===== src/rtl/draw_pkg.sv =====
// Shared constants for the VGA drawing blocks: screen geometry, FSM encoding and
// default colour width.
package draw_pkg;

   localparam int unsigned SCREEN_W     = 160;
   localparam int unsigned SCREEN_H     = 120;
   localparam int unsigned COLOUR_W_DEF = 3;

   typedef logic [1:0] state_t;

   localparam state_t ST_IDLE  = 2'd0;
   localparam state_t ST_RUN   = 2'd1;
   localparam state_t ST_FLUSH = 2'd2;
   localparam state_t ST_DONE  = 2'd3;

   // Counter width for a 0..n-1 range; a 1-wide range still needs one bit.
   function automatic int unsigned cnt_width(input int unsigned n);
      return (n > 1) ? $clog2(n) : 1;
   endfunction

endpackage


===== src/rtl/raster_counter.sv =====
// Column/row raster scan counter over a W x H grid with synchronous clear, enable
// and a flag marking the final (W-1, H-1) position.
module raster_counter
   import draw_pkg::*;
#(
   parameter int unsigned W = 160,
   parameter int unsigned H = 120,
   localparam int unsigned CW = cnt_width(W),
   localparam int unsigned RW = cnt_width(H)
) (
   input  logic          clk,
   input  logic          resetn,
   input  logic          clr,
   input  logic          en,
   output logic [CW-1:0] col,
   output logic [RW-1:0] row,
   output logic          last
);

   localparam logic [CW-1:0] COL_MAX = CW'(W - 1);
   localparam logic [RW-1:0] ROW_MAX = RW'(H - 1);

   logic [CW-1:0] col_q, col_d;
   logic [RW-1:0] row_q, row_d;
   logic          col_end;
   logic          row_end;

   assign col_end = (col_q == COL_MAX);
   assign row_end = (row_q == ROW_MAX);
   assign last    = col_end && row_end;

   always_comb begin
      col_d = col_q;
      row_d = row_q;
      if (clr) begin
         col_d = '0;
         row_d = '0;
      end else if (en) begin
         if (col_end) begin
            col_d = '0;
            row_d = row_end ? '0 : row_q + 1'b1;
         end else begin
            col_d = col_q + 1'b1;
         end
      end
   end

   always_ff @(posedge clk or negedge resetn) begin
      if (!resetn) begin
         col_q <= '0;
         row_q <= '0;
      end else begin
         col_q <= col_d;
         row_q <= row_d;
      end
   end

   assign col = col_q;
   assign row = row_q;

endmodule


===== src/rtl/draw_sprite.sv =====
// Raster blitter: streams a W x H frame from an external synchronous ROM to the
// 160x120 framebuffer at a runtime origin, one pixel per cycle, with clipping.
module draw_sprite
   import draw_pkg::*;
#(
   parameter int unsigned IMG_W     = 160,
   parameter int unsigned IMG_H     = 120,
   parameter int unsigned FRAMES    = 1,
   parameter int unsigned COLOUR_W  = COLOUR_W_DEF,
   parameter bit          TRANSP_EN = 1'b0,
   parameter int unsigned TRANSP    = 0,
   parameter int unsigned ADDR_W    = 15
) (
   input  logic                clk,
   input  logic                resetn,
   input  logic                start,
   input  logic [7:0]          x0,
   input  logic [6:0]          y0,
   input  logic [3:0]          frame,
   output logic [ADDR_W-1:0]   rom_addr,
   input  logic [COLOUR_W-1:0] rom_q,
   output logic [7:0]          vga_x,
   output logic [6:0]          vga_y,
   output logic [COLOUR_W-1:0] colour,
   output logic                plot,
   output logic                busy,
   output logic                done
);

   localparam int unsigned CW = cnt_width(IMG_W);
   localparam int unsigned RW = cnt_width(IMG_H);

   localparam logic [ADDR_W-1:0]   FRAME_SZ   = ADDR_W'(IMG_W * IMG_H);
   localparam logic [ADDR_W-1:0]   ROW_STRIDE = ADDR_W'(IMG_W);
   localparam logic [COLOUR_W-1:0] TRANSP_C   = COLOUR_W'(TRANSP);

   state_t state_q, state_d;

   logic [7:0]        x0_q;
   logic [6:0]        y0_q;
   logic [ADDR_W-1:0] base_q, base_d;
   logic [3:0]        frame_eff;

   logic [CW-1:0] col;
   logic [RW-1:0] row;
   logic          last;
   logic          accept;
   logic          cnt_en;

   logic       pix_valid_q;
   logic [8:0] pix_x_q;
   logic [7:0] pix_y_q;

   logic [7:0]          x_hold_q;
   logic [6:0]          y_hold_q;
   logic [COLOUR_W-1:0] c_hold_q;
   logic                transp_hit;

   assign accept = (state_q == ST_IDLE) && start;
   assign cnt_en = (state_q == ST_RUN);

   // Out-of-range frame indices fall back to frame 0 rather than reading past the ROM.
   assign frame_eff = (32'(frame) < FRAMES) ? frame : 4'd0;
   assign base_d    = ADDR_W'(frame_eff) * FRAME_SZ;

   raster_counter #(
      .W (IMG_W),
      .H (IMG_H)
   ) u_cnt (
      .clk    (clk),
      .resetn (resetn),
      .clr    (accept),
      .en     (cnt_en),
      .col    (col),
      .row    (row),
      .last   (last)
   );

   always_comb begin
      state_d = state_q;
      case (state_q)
         ST_IDLE:  if (start) state_d = ST_RUN;
         ST_RUN:   if (last) state_d = ST_FLUSH;
         ST_FLUSH: state_d = ST_DONE;
         ST_DONE:  state_d = ST_IDLE;
         default:  state_d = ST_IDLE;
      endcase
   end

   always_ff @(posedge clk or negedge resetn) begin
      if (!resetn) begin
         state_q <= ST_IDLE;
         x0_q    <= '0;
         y0_q    <= '0;
         base_q  <= '0;
      end else begin
         state_q <= state_d;
         if (accept) begin
            x0_q   <= x0;
            y0_q   <= y0;
            base_q <= base_d;
         end
      end
   end

   assign rom_addr = base_q + ADDR_W'(row) * ROW_STRIDE + ADDR_W'(col);

   // Screen coordinates travel alongside the ROM read so they meet rom_q next cycle.
   always_ff @(posedge clk or negedge resetn) begin
      if (!resetn) begin
         pix_valid_q <= 1'b0;
         pix_x_q     <= '0;
         pix_y_q     <= '0;
      end else begin
         pix_valid_q <= cnt_en;
         pix_x_q     <= {1'b0, x0_q} + 9'(col);
         pix_y_q     <= {1'b0, y0_q} + 8'(row);
      end
   end

   assign transp_hit = TRANSP_EN && (rom_q == TRANSP_C);
   assign plot = pix_valid_q && (pix_x_q < 9'(SCREEN_W)) && (pix_y_q < 8'(SCREEN_H))
                 && !transp_hit;

   always_ff @(posedge clk or negedge resetn) begin
      if (!resetn) begin
         x_hold_q <= '0;
         y_hold_q <= '0;
         c_hold_q <= '0;
      end else if (plot) begin
         x_hold_q <= pix_x_q[7:0];
         y_hold_q <= pix_y_q[6:0];
         c_hold_q <= rom_q;
      end
   end

   assign vga_x  = plot ? pix_x_q[7:0] : x_hold_q;
   assign vga_y  = plot ? pix_y_q[6:0] : y_hold_q;
   assign colour = plot ? rom_q        : c_hold_q;

   assign busy = (state_q != ST_IDLE);
   assign done = (state_q == ST_DONE);

endmodule


===== config.mk =====
export PLATFORM = sky130hd
export DESIGN_NAME = draw_sprite
export DESIGN_NICKNAME = d
export VERILOG_FILES = /design/src/rtl/draw_pkg.sv /design/src/rtl/raster_counter.sv /design/src/rtl/draw_sprite.sv
export SDC_FILE = /design/constraint.sdc
export NUM_CORES = 1
export LEC_CHECK = 0
export BUFFER_PORTS_ARGS = -buffer_cell sky130_fd_sc_hd__buf_2
export CORE_MARGIN = 2
export CORE_UTILIZATION = 30
export DETAILED_ROUTE_END_ITERATION = 10
export PLACE_DENSITY_LB_ADDON = 0.08
export SYNTH_ARGS = -nofsm -noshare
export SYNTH_HDL_FRONTEND = slang
export SYNTH_SLANG_ARGS = --single-unit

===== constraint.sdc =====
create_clock -name clk -period 5.8 [get_ports clk]
set_clock_uncertainty 0.15 [all_clocks]
set_input_delay 1.16 -clock clk [delete_from_list [all_inputs] [get_ports clk]]
set_output_delay 1.16 -clock clk [all_outputs]
set_load 0.05 [all_outputs]

== Yosys cells after proc, flatten, opt, wreduce, memory -nomap -nowiden ==
Cells that the tools add are included.
Word-level totals
  register bits: 75
  input bits: 25
Cells by class
  add/subtract/negate cells: 6
  multipliers: 2
  $lt $le $gt $ge: 3
  equality and inequality tests: 7
  mux-type cells: 14
  reduce and logical (&&, ||, !) cells: 10
Operators by type and width (count)
  2-to-1 mux 7 bit: 5
  2-to-1 mux 8 bit: 4
  adder 15 bit: 1
  adder 15 x 8 -> 15 bit: 1
  multiplier 7 x 3 -> 10 bit, second input constant: 1
  adder 8 x 8 -> 9 bit: 1
  less-than comparator 9 x 8 -> 1 bit, second input constant: 1
  adder 7 x 7 -> 8 bit: 1
  adder 8 x 1 -> 8 bit, second input constant: 1
  equality test 8 bit, second input constant: 1
  less-than comparator 8 x 7 -> 1 bit, second input constant: 1
  one-hot mux 2 bit (4 select lines): 1
  adder 7 x 1 -> 7 bit, second input constant: 1
  equality test 7 bit, second input constant: 1
  multiplier 4 x 7 -> 7 bit, second input constant: 1
  nonzero test 2 bit: 3
  equality test 2 bit, second input constant: 2
  logical AND 1 bit: 4
  less-than comparator 4 x 1 -> 1 bit, second input constant: 1
  2-to-1 mux 2 bit: 2
  2-to-1 mux 4 bit: 1
  != test 2 bit, second input constant: 2
  AND reduction 2 bit: 2
  2-to-1 mux 3 bit: 1
  other kinds (2): 2

== Logic depth before layout (Yosys ltp) ==
  word-level depth: 5
  gate-level depth with buffers: 11
  mapped depth without buffers: 11

== Modules after synthesis ==
A second synthesis with hierarchy kept.
Unflattened totals
  cell total of the unflattened synthesis: 406
  area total of the unflattened synthesis: 4435.5 um^2
By module, submodules not included
  draw_sprite: times used 1, cells an instance 318, area an instance 3578.4 um^2
  raster_counter: times used 1, cells an instance 88, area an instance 857.1 um^2

== Least setup slack after synthesis ==
No wires, ideal clock.
  path type: register to output
  from: register u_cnt.row_q[2], in the netlist u_cnt.row[2]
  to: output rom_addr[14]
  data arrival time: 3.159 ns
  required time: 4.490 ns
  slack: 1.331 ns
  cell stages (with the launch flop): 11
  path buffers: 0
  cells stage by stage: dfrtp_1 ha_1 ha_1 a21o_1 a21oi_1 xnor2_1 ha_1 a21o_1 a211oi_1 a21oi_1 xnor2_1
On the way
  word-level cells in the longest chain between the ends: 3
RTL lines
  start, declared: line raster_counter.sv:24  | logic [RW-1:0] row_q, row_d;
  start signal, assigned: line raster_counter.sv:54  | row_q <= row_d;
  multiplier 7 x 3 -> 10 bit: line draw_sprite.sv:106  | assign rom_addr = base_q + ADDR_W'(row) * ROW_STRIDE + ADDR_W'(col);
  adder 15 bit: line draw_sprite.sv:106
  adder 15 x 8 -> 15 bit: line draw_sprite.sv:106
  end, declared: line draw_sprite.sv:20  | output logic [ADDR_W-1:0] rom_addr,
Every way passes these cells.

== Worst setup path in the final report ==
  from: register u_cnt.row_q[3], in the netlist u_cnt.row[3]
  to: output rom_addr[14]
Same word-level chain as after synthesis.

==> impl_metrics.ini <==
[timing]
timing.hold.ws_ns = 0.3366
slew_headroom = 0.3336
worst_pin_slew_ns = 0.9995
rsz0062_at_grt = false
fmax_mhz = 213.0
finalWorstSetupSlack_ns = 1.106
hold_viol_final = 0
finalSetupViolations = 0
fin_crit_sh = 0.8093
maxSlewViolCount = 0
setup_tns_ns = 0
min_period_ns = 4.694

[cells_and_area]
area_growth_pct = 17.24
nets = 573
diodes = 0
final_cell_mix = dfrtp_1 (75), nand2_1 (65), buf_2 (55)
layout_commonest_cell = dfrtp_1
drive_gt1_frac = 0.1976

[drt]
totalWireLength_um = 9390
ant_nets = 0
firstDrtPassIters = 4
detail_route.vias_per_cell = 4.665
initialDrtViolationCount = 69
vias = 3172
drc = 0
wl_per_cell_um = 13.81

[synth]
ys_async_sr_fraction = 1.000
synth_edf_count = 0
syn_inst = 427
ys_seq_area_frac = 0.4309
syn_area_per_cell_um2 = 10.20
ys_warn_count = 0
synth.distinct_cells = 49
ys.flop_type = dfrtp_1
synth_seq_cells = 75
syn_area_um2 = 4355

[worst_setup_path]
cp_max_fo = 8
r2r_setup_slack_ns = 3.28
r2r_end = pix_y_q[6]
ff2ff_path_depth = 8
worstPathArrival_ns = 3.38
critPathKind = flip-flop to output pin
r2r-start = u_cnt.row[0]
cp.required_ns = 4.49
critPathLaunch = u_cnt.row[3]
worstSetupStartpointType = flip-flop
worstSetupEndpoint = rom_addr[14]
cp-end-kind = output pin

[placed_design]
gp_congestion = 0.7921
place_hpwl_um = 6859
place_ws_ns = 1.438
port_buffers = 56

[global_route]
antenna_found_initial = 0
grt_overflow = 0
grt_pass1_vias = 3280
grt_pass1_wl_um = 16270
grt_start_max_net_pins = 76
track_usage = 0.1311

[clock_network]
clk_pin_slew_ns = 0.05
cts_htree_levels = 3
clock-sinks = 75
ctsHoldBuffers = 0
numCtsBuffers = 9
clock_path_buffers = 2
post_cts_buffers = 0
cts-root-buf = clkbuf_16
tritoncts = built
clk_latency_ns = 0.34
post_cts_resized = 0

[power_and_ir_drop]
p_leak_nw = 2.551
irDropWorstVdd_mv = 0.1360
p_per_area_nw_per_um2 = 210.5

[status]
status = completed

[die]
dieWidth_um = 124.5
core_area_um2 = 14370
die_h_um = 124.5
core.rowCount = 44
start_util = 0.3031
ios = 61
die_area_um2 = 15500

[hold_path]
hold_path_depth = 2
hp-class = flip-flop to flip-flop

[job]
max_cap_viol_count = 0
## state kept, by name (all words and copies together), names as in the netlist
register     flops
y_hold_q         7
u_cnt.col        8
x0_q             8
c_hold_q         3
pix_x_q          9
pix_valid_q      1
u_cnt.row        7
pix_y_q          8
y0_q             7
base_q           7
x_hold_q         8
state_q          2
## how the worst min path moves through the flow
stage	endpoint	from
after floorplan	x0_q[0]	x0_q[0]
after global placement	x0_q[7]	x0_q[7]
after detailed placement	y0_q[2]	y0_q[2]
after CTS	y0_q[2]	y0_q[2]
after global routing	c_hold_q[1]	c_hold_q[1]
final	y0_q[3]	y0_q[3]
## worst max-delay path: stages (launching register included)
cell	delay (ns)
dfrtp_1	0.52
ha_1	0.30
ha_1	0.22
fa_1	0.46
ha_1	0.40
nand3_1	0.09
o211ai_1	0.30
o2111ai_1	0.14
a21oi_1	0.18
xnor2_1	0.14
buf_2	0.29
## power breakdown
| group | switching (W) | internal [W] | total, W |
|---|---|---|---|
| Clock | 0.000208 | 0.000297 | 0.000505 |
| Combinational | 0.0000283 | 0.0000167 | 0.0000450 |
| Sequential | 0.000000203 | 0.000525 | 0.000525 |
| Total | 0.000237 | 0.000838 | 0.00107 |
## Yosys cell counts (2+ instances only)
library cell  number  area, um2
nand2_1           65      244.0
nor2_1            28      105.1
nand3_1           13      65.06
o21ai_0           14      70.07
a21oi_1           21      105.1
o2111ai_1          4      35.03
o21bai_1           4      30.03
xnor2_1           22      192.7
a21o_1             5      37.54
nor2b_1            5      31.28
clkbuf_1           5      18.77
and3_1             2      12.51
ha_1              51      638.1
nor4_1             2      12.51
a31oi_1            2      12.51
buf_4              5      37.54
mux2i_1            3      30.03
o211ai_1           3      22.52
mux2_2            17      191.4
or2_2              2      12.51
a211oi_1           2      15.01
xor2_1            11      96.34
nor3_1             5      25.02
inv_1             25      93.84
nand4_1            7      43.79
fa_1               5      100.1
and2_1             3      18.77
dfrtp_1           75       1877
## cell families (layout without fill, tap and decap cells)
group                      count (synthesis)  in the layout  synth area share
AOI/OAI and AO/OA                         64             64           0.09394
xor gates and xnor gates                  33             33           0.06636
adders and majority gates                 56             56            0.1695
buffers and inverters                     37             97           0.03648
DFF                                       75             75            0.4309
muxes                                     21             21           0.05343
other                                      1             10         0.0008610
and+or+nand+nor                          140            140            0.1485
## per-layer routing
metal | part of all wire | global-route usage
met5 | 0 | 0
met3 | 0.031 | 0.02792
met1 | 0.50 | 0.1744
met4 | 0.021 | 0.05948
met2 | 0.45 | 0.2051
## metrics by stage
| step | cells | util | total power [W] | instance area [um2] |
|---|---|---|---|---|
| 6_report | 680 | 0.3554 | 0.001075 | 5106 |
| 5_1_grt | 680 | 0.3554 | 0.001119 | 5106 |
| 4_1_cts | 680 | 0.3554 | 0.001091 | 5106 |
| 3_5_place_dp | 665 | 0.3372 | 0.0005767 | 4845 |
| 3_3_place_gp | 665 | 0.3372 | 0.0005765 | 4845 |
| 2_1_floorplan | 436 | - | 0.0005571 | 4389 |
## layout make-up
cell class                      count  area, um2
Fill cell                        1471       9263
Multi-Input combinational cell    324       2354
Sequential cell                    75       1877
Timing Repair Buffer               57      290.3
Clock buffer                       12      246.5
Tap cell                          184      230.2
Inverter                           25      93.84
Clock inverter                      3      15.01
Note: power is estimated with default switching activity, not from simulation.
